--- src/rtl/affine_pkg.sv ---
// Shared types and width constants for the switch-capture front end.
package affine;

   localparam int DB_W   = 8;
   localparam int DATA_W = 8;
   localparam int CNT_W  = 4;

   typedef enum logic [1:0] {
      IDLE       = 2'd0,
      PRESS_DB   = 2'd1,
      VALID      = 2'd2,
      RELEASE_DB = 2'd3
   } capture_state_t;

endpackage

--- src/rtl/sync2.sv ---
// Parameter-width two-flop synchronizer with a configurable reset value.
module sync2 #(
   parameter int             W       = 1,
   parameter logic [W-1:0]   RST_VAL = '0
) (
   input  logic         clk_i,
   input  logic         rst_i,
   input  logic [W-1:0] d_i,
   output logic [W-1:0] q_o
);

   logic [W-1:0] meta;

   // NOTE: sequential state uses non-blocking assignments so both flops sample the old values together.
   always_ff @(posedge clk_i) begin
      if (rst_i) begin
         meta <= RST_VAL;
         q_o  <= RST_VAL;
      end else begin
         meta <= d_i;
         q_o  <= meta;
      end
   end

endmodule

--- src/rtl/sw_capture.sv ---
// Debounced push-button capture of the slide-switch operand with a valid/ack handshake.
module sw_capture
   import affine::*;
#(
   parameter int DB_CYCLES = 16
) (
   input  logic              clk_i,
   input  logic              rst_i,
   input  logic [DATA_W-1:0] sw_i,
   input  logic              key_n_i,
   input  logic              ack_i,
   output logic [DATA_W-1:0] data_o,
   output logic              valid_o,
   output logic [CNT_W-1:0]  cap_cnt_o
);

   localparam logic [DB_W-1:0] DB_LAST = DB_W'(DB_CYCLES - 1);

   logic [DATA_W-1:0] sw_s;
   logic              key_s;

   sync2 #(.W(DATA_W), .RST_VAL('0)) u_sync_sw (
      .clk_i (clk_i),
      .rst_i (rst_i),
      .d_i   (sw_i),
      .q_o   (sw_s)
   );

   // Key synchronizer resets to 1 so the button reads as released.
   sync2 #(.W(1), .RST_VAL(1'b1)) u_sync_key (
      .clk_i (clk_i),
      .rst_i (rst_i),
      .d_i   (key_n_i),
      .q_o   (key_s)
   );

   capture_state_t    state_q, state_d;
   logic [DB_W-1:0]   cnt_q, cnt_d;
   logic [DATA_W-1:0] data_d;
   logic              valid_d;
   logic [CNT_W-1:0]  cap_cnt_d;

   always_ff @(posedge clk_i) begin
      if (rst_i) begin
         state_q   <= IDLE;
         cnt_q     <= '0;
         data_o    <= '0;
         valid_o   <= 1'b0;
         cap_cnt_o <= '0;
      end else begin
         state_q   <= state_d;
         cnt_q     <= cnt_d;
         data_o    <= data_d;
         valid_o   <= valid_d;
         cap_cnt_o <= cap_cnt_d;
      end
   end

   // NOTE: every signal gets its hold value first, so no path through this block can infer a latch.
   always_comb begin
      state_d   = state_q;
      cnt_d     = cnt_q;
      data_d    = data_o;
      valid_d   = valid_o;
      cap_cnt_d = cap_cnt_o;

      unique case (state_q)
         IDLE: begin
            if (!key_s) begin
               state_d = PRESS_DB;
               cnt_d   = '0;
            end
         end
         PRESS_DB: begin
            if (key_s) begin
               state_d = IDLE;
            end else if (cnt_q == DB_LAST) begin
               state_d   = VALID;
               data_d    = sw_s;
               valid_d   = 1'b1;
               cap_cnt_d = cap_cnt_o + CNT_W'(1);
            end else begin
               cnt_d = cnt_q + DB_W'(1);
            end
         end
         VALID: begin
            // Operand is frozen here; only the acknowledge moves us on.
            if (ack_i) begin
               state_d = RELEASE_DB;
               valid_d = 1'b0;
               cnt_d   = '0;
            end
         end
         RELEASE_DB: begin
            if (!key_s) begin
               cnt_d = '0;
            end else if (cnt_q == DB_LAST) begin
               state_d = IDLE;
            end else begin
               cnt_d = cnt_q + DB_W'(1);
            end
         end
         default: state_d = IDLE;
      endcase
   end

endmodule

--- config.mk ---
export PLATFORM = sky130hd
export DESIGN_NAME = sw_capture
export DESIGN_NICKNAME = d
export VERILOG_FILES = /design/src/rtl/affine_pkg.sv /design/src/rtl/sync2.sv /design/src/rtl/sw_capture.sv
export SDC_FILE = /design/constraint.sdc
export NUM_CORES = 1
export LEC_CHECK = 0
export BUFFER_PORTS_ARGS = -buffer_cell sky130_fd_sc_hd__buf_2
export CORE_ASPECT_RATIO = 0.5
export CORE_UTILIZATION = 55
export DETAILED_ROUTE_END_ITERATION = 8
export PLACE_DENSITY = 0.78
export SLEW_MARGIN = 20
export SYNTH_ARGS = -nofsm -noshare
export SYNTH_HDL_FRONTEND = slang
export SYNTH_SLANG_ARGS = --single-unit
--- constraint.sdc ---
create_clock -name clk_i -period 3.9 [get_ports clk_i]
set_clock_uncertainty 0.15 [all_clocks]
set_input_delay 0.195 -clock clk_i [delete_from_list [all_inputs] [get_ports clk_i]]
set_output_delay 0.195 -clock clk_i [all_outputs]
set_load 0.1 [all_outputs]
==> impl_metrics.yaml <==
timing:
  setup_ws_ns: 1.63
  finalSetupViolCount: 0
  rsz0062_at_grt: "false"
  tightest_slew_ns: 0.725
  hold_ws_ns: 0.254
  slew_violations: 0
  finalCritPeriodShare: 0.581
  tns_ns: 0
  fmax_ghz: 0.441
  slew_headroom: 0.517
  finalHoldViolCount: 0
  fin_crit_ns: 2.27
clocking:
  clock-sinks: 41
  cts_setup_buffers: 0
  worstSkewPairLatency_ns: 0.29
  cts_made_buffers: 5
  cts_tree: "built"
  clk_pin_slew_worst_paths_ns: 0.08
  post_cts_resized: 0
  clockBufferDepth: 2
  cts-root-buf: "clkbuf_8"
  htreeDepth: 2
floorplanning:
  initial_core_util: 0.594
  core_um2: 2650
  die_h_um: 39.8
  io_pins: 25
  rows: 13
  die_w_um: 77.7
  die_area_um2: 3090
finish:
  instances_no_fill: 234
  final_util: 0.705
  nNetsFinal: 210
  num_antenna_cells: 0
  final-seq-area_um2: 821
  multi_input_area_um2: 672
  fin_area_um2: 1870
  layout_common_cells: "dfxtp_1, buf_2, nor2b_1"
  drive_gt1_frac: 0.193
  area_growth_pct: 18.8
  fill_cells: 202
  layout_commonest_cell: "dfxtp_1"
power:
  peakVddDrop_v: 0.000265
  finalPower_mw: 0.737
  p_per_area_nw_per_um2: 394
  p_leak_nw: 0.718
setup_path:
  crit_fanout: 21
  r2r-start: "cnt_q[0]"
  worst_path_max_delay_cell: "and2_1"
  crit_chain: "ha_1, and3_1, and2_1, a21oi_1, a311oi_1"
  arrival_ns: 2.30
  crit_start: "cnt_q[0]"
  worstRegToRegCells: 5
  max_stage_delay_ns: 0.64
  cp-start-kind: "register"
  r2r_setup_slack_ns: 1.63
  endpoint_kind: "register"
  worstPathRequired_ns: 3.94
  worstSetupPathType: "register to register"
worst_hold_path:
  hold_path_class: "input pin to register"
global_route:
  grt_start_max_net_pins: 38
  grtUsageTotal: 0.211
  grt-ovfl-total: 0
  antenna_found_initial: 0
  grt_pass1_vias: 1017
  grt_pass1_wl_um: 4450
detailed_routing:
  ant_nets: 0
  vias: 1208
  drt_first_pass_iters: 4
  dr.first_iter.drc_count: 66
  drc: 0
  viasPerCell: 5.16
  drt_wl_total_um: 2910
  wire_per_inst_um: 12.4
synthesis:
  synth_area_per_cell_um2: 9.54
  yosys.cell_types.count: 38
  yosys_register_bits: 41
  yosysWarnings: 0
  synth_edf_count: 0
  async_reset_ff_frac: 0
  syn_area_um2: 1570
  seq_area_frac_synth: 0.521
  netlist_instances: 165
  syn_nets: 179
  ys.flop_type: "dfxtp_1"
placed_design:
  hpwl_um: 1770
  place_congestion: 0.834
  placed_area_um2: 1680
  post-place-ws_ns: 1.76
  numPortBuffers: 24
  dp.cells: 216
job:
  maxCapViolCount: 0
run_status:
  outcome: "completed"
[critical path: cells and delay by family, from the launching register on]
| kind | cells | cell delay (ns) |
|---|---|---|
| adders and majority gates | 1 | 0.23 |
| AOI/OAI and AO/OA | 2 | 0.48 |
| and+or+nand+nor | 2 | 0.92 |
| DFF | 1 | 0.38 |
[layout make-up]
| class | instances | share of cell area |
|---|---|---|
| Clock inverter | 2 | 0.00803 |
| Tap cell | 37 | 0.0248 |
| Clock buffer | 6 | 0.0388 |
| Sequential cell | 41 | 0.439 |
| Timing Repair Buffer | 35 | 0.122 |
| Inverter | 4 | 0.00803 |
| Multi-Input combinational cell | 109 | 0.359 |
[sequential cells by signal, summed over array words and instances, names as in the netlist, named ones only]
name             cells
cap_cnt_o            4
u_sync_sw.q_o        8
state_q              1
data_o               8
u_sync_sw.meta       8
u_sync_key.q_o       1
valid_o              1
cnt_q                8
u_sync_key.meta      1
[worst min-delay path by stage]
stage	cells after the start	startpoint	endpoint
floorplan	1	key_n_i	u_sync_key.meta
global placement	2	key_n_i	u_sync_key.meta
detailed placement	2	key_n_i	u_sync_key.meta
CTS	2	rst_i	u_sync_sw.q_o[4]
global route	2	rst_i	u_sync_sw.meta[2]
finish	2	rst_i	u_sync_sw.q_o[4]
[per-layer routing]
metal	up-vias	wire length, µm	track usage
li1	636	-	-
met1	549	1290	0.216
met2	19	1480	0.394
met3	4	97	0.0767
met4	0	40	0.127
met5	-	0	0
[repair_timing]
action,4_1_cts,5_1_grt
hold buffers,10,0
endpoints found under the hold margin,10,0
setup endpoints to repair,0,0
[cell usage after synthesis (4+ instances only)]
cell type  count  area share
dfxtp_1       41        0.52
nor2b_1       18       0.072
a21oi_1       13       0.041
nand3_1       13       0.041
nand2_1       12       0.029
nor2_1         9       0.021
buf_2          5       0.016
inv_1          4      0.0095
o21ai_0        4       0.013
[report_power, final]
part / switching (mW) / leakage (nW) / internal [mW]
registers: 0.00367 / 0.334 / 0.428
clock network: 0.147 / 0.0374 / 0.126
logic: 0.0137 / 0.346 / 0.0188
total: 0.164 / 0.718 / 0.573
[logic make-up (layout without fill, tap and decap cells)]
family | count (synthesis) | count (layout) | share of synthesized area
fa+ha+maj | 2 | 2 | 0.0159
buf+inv | 15 | 47 | 0.0517
flops | 41 | 41 | 0.521
compound gates | 34 | 34 | 0.141
simple gates | 70 | 70 | 0.254
xor+xnor | 3 | 3 | 0.0167
(Power assumes the default switching activity.)
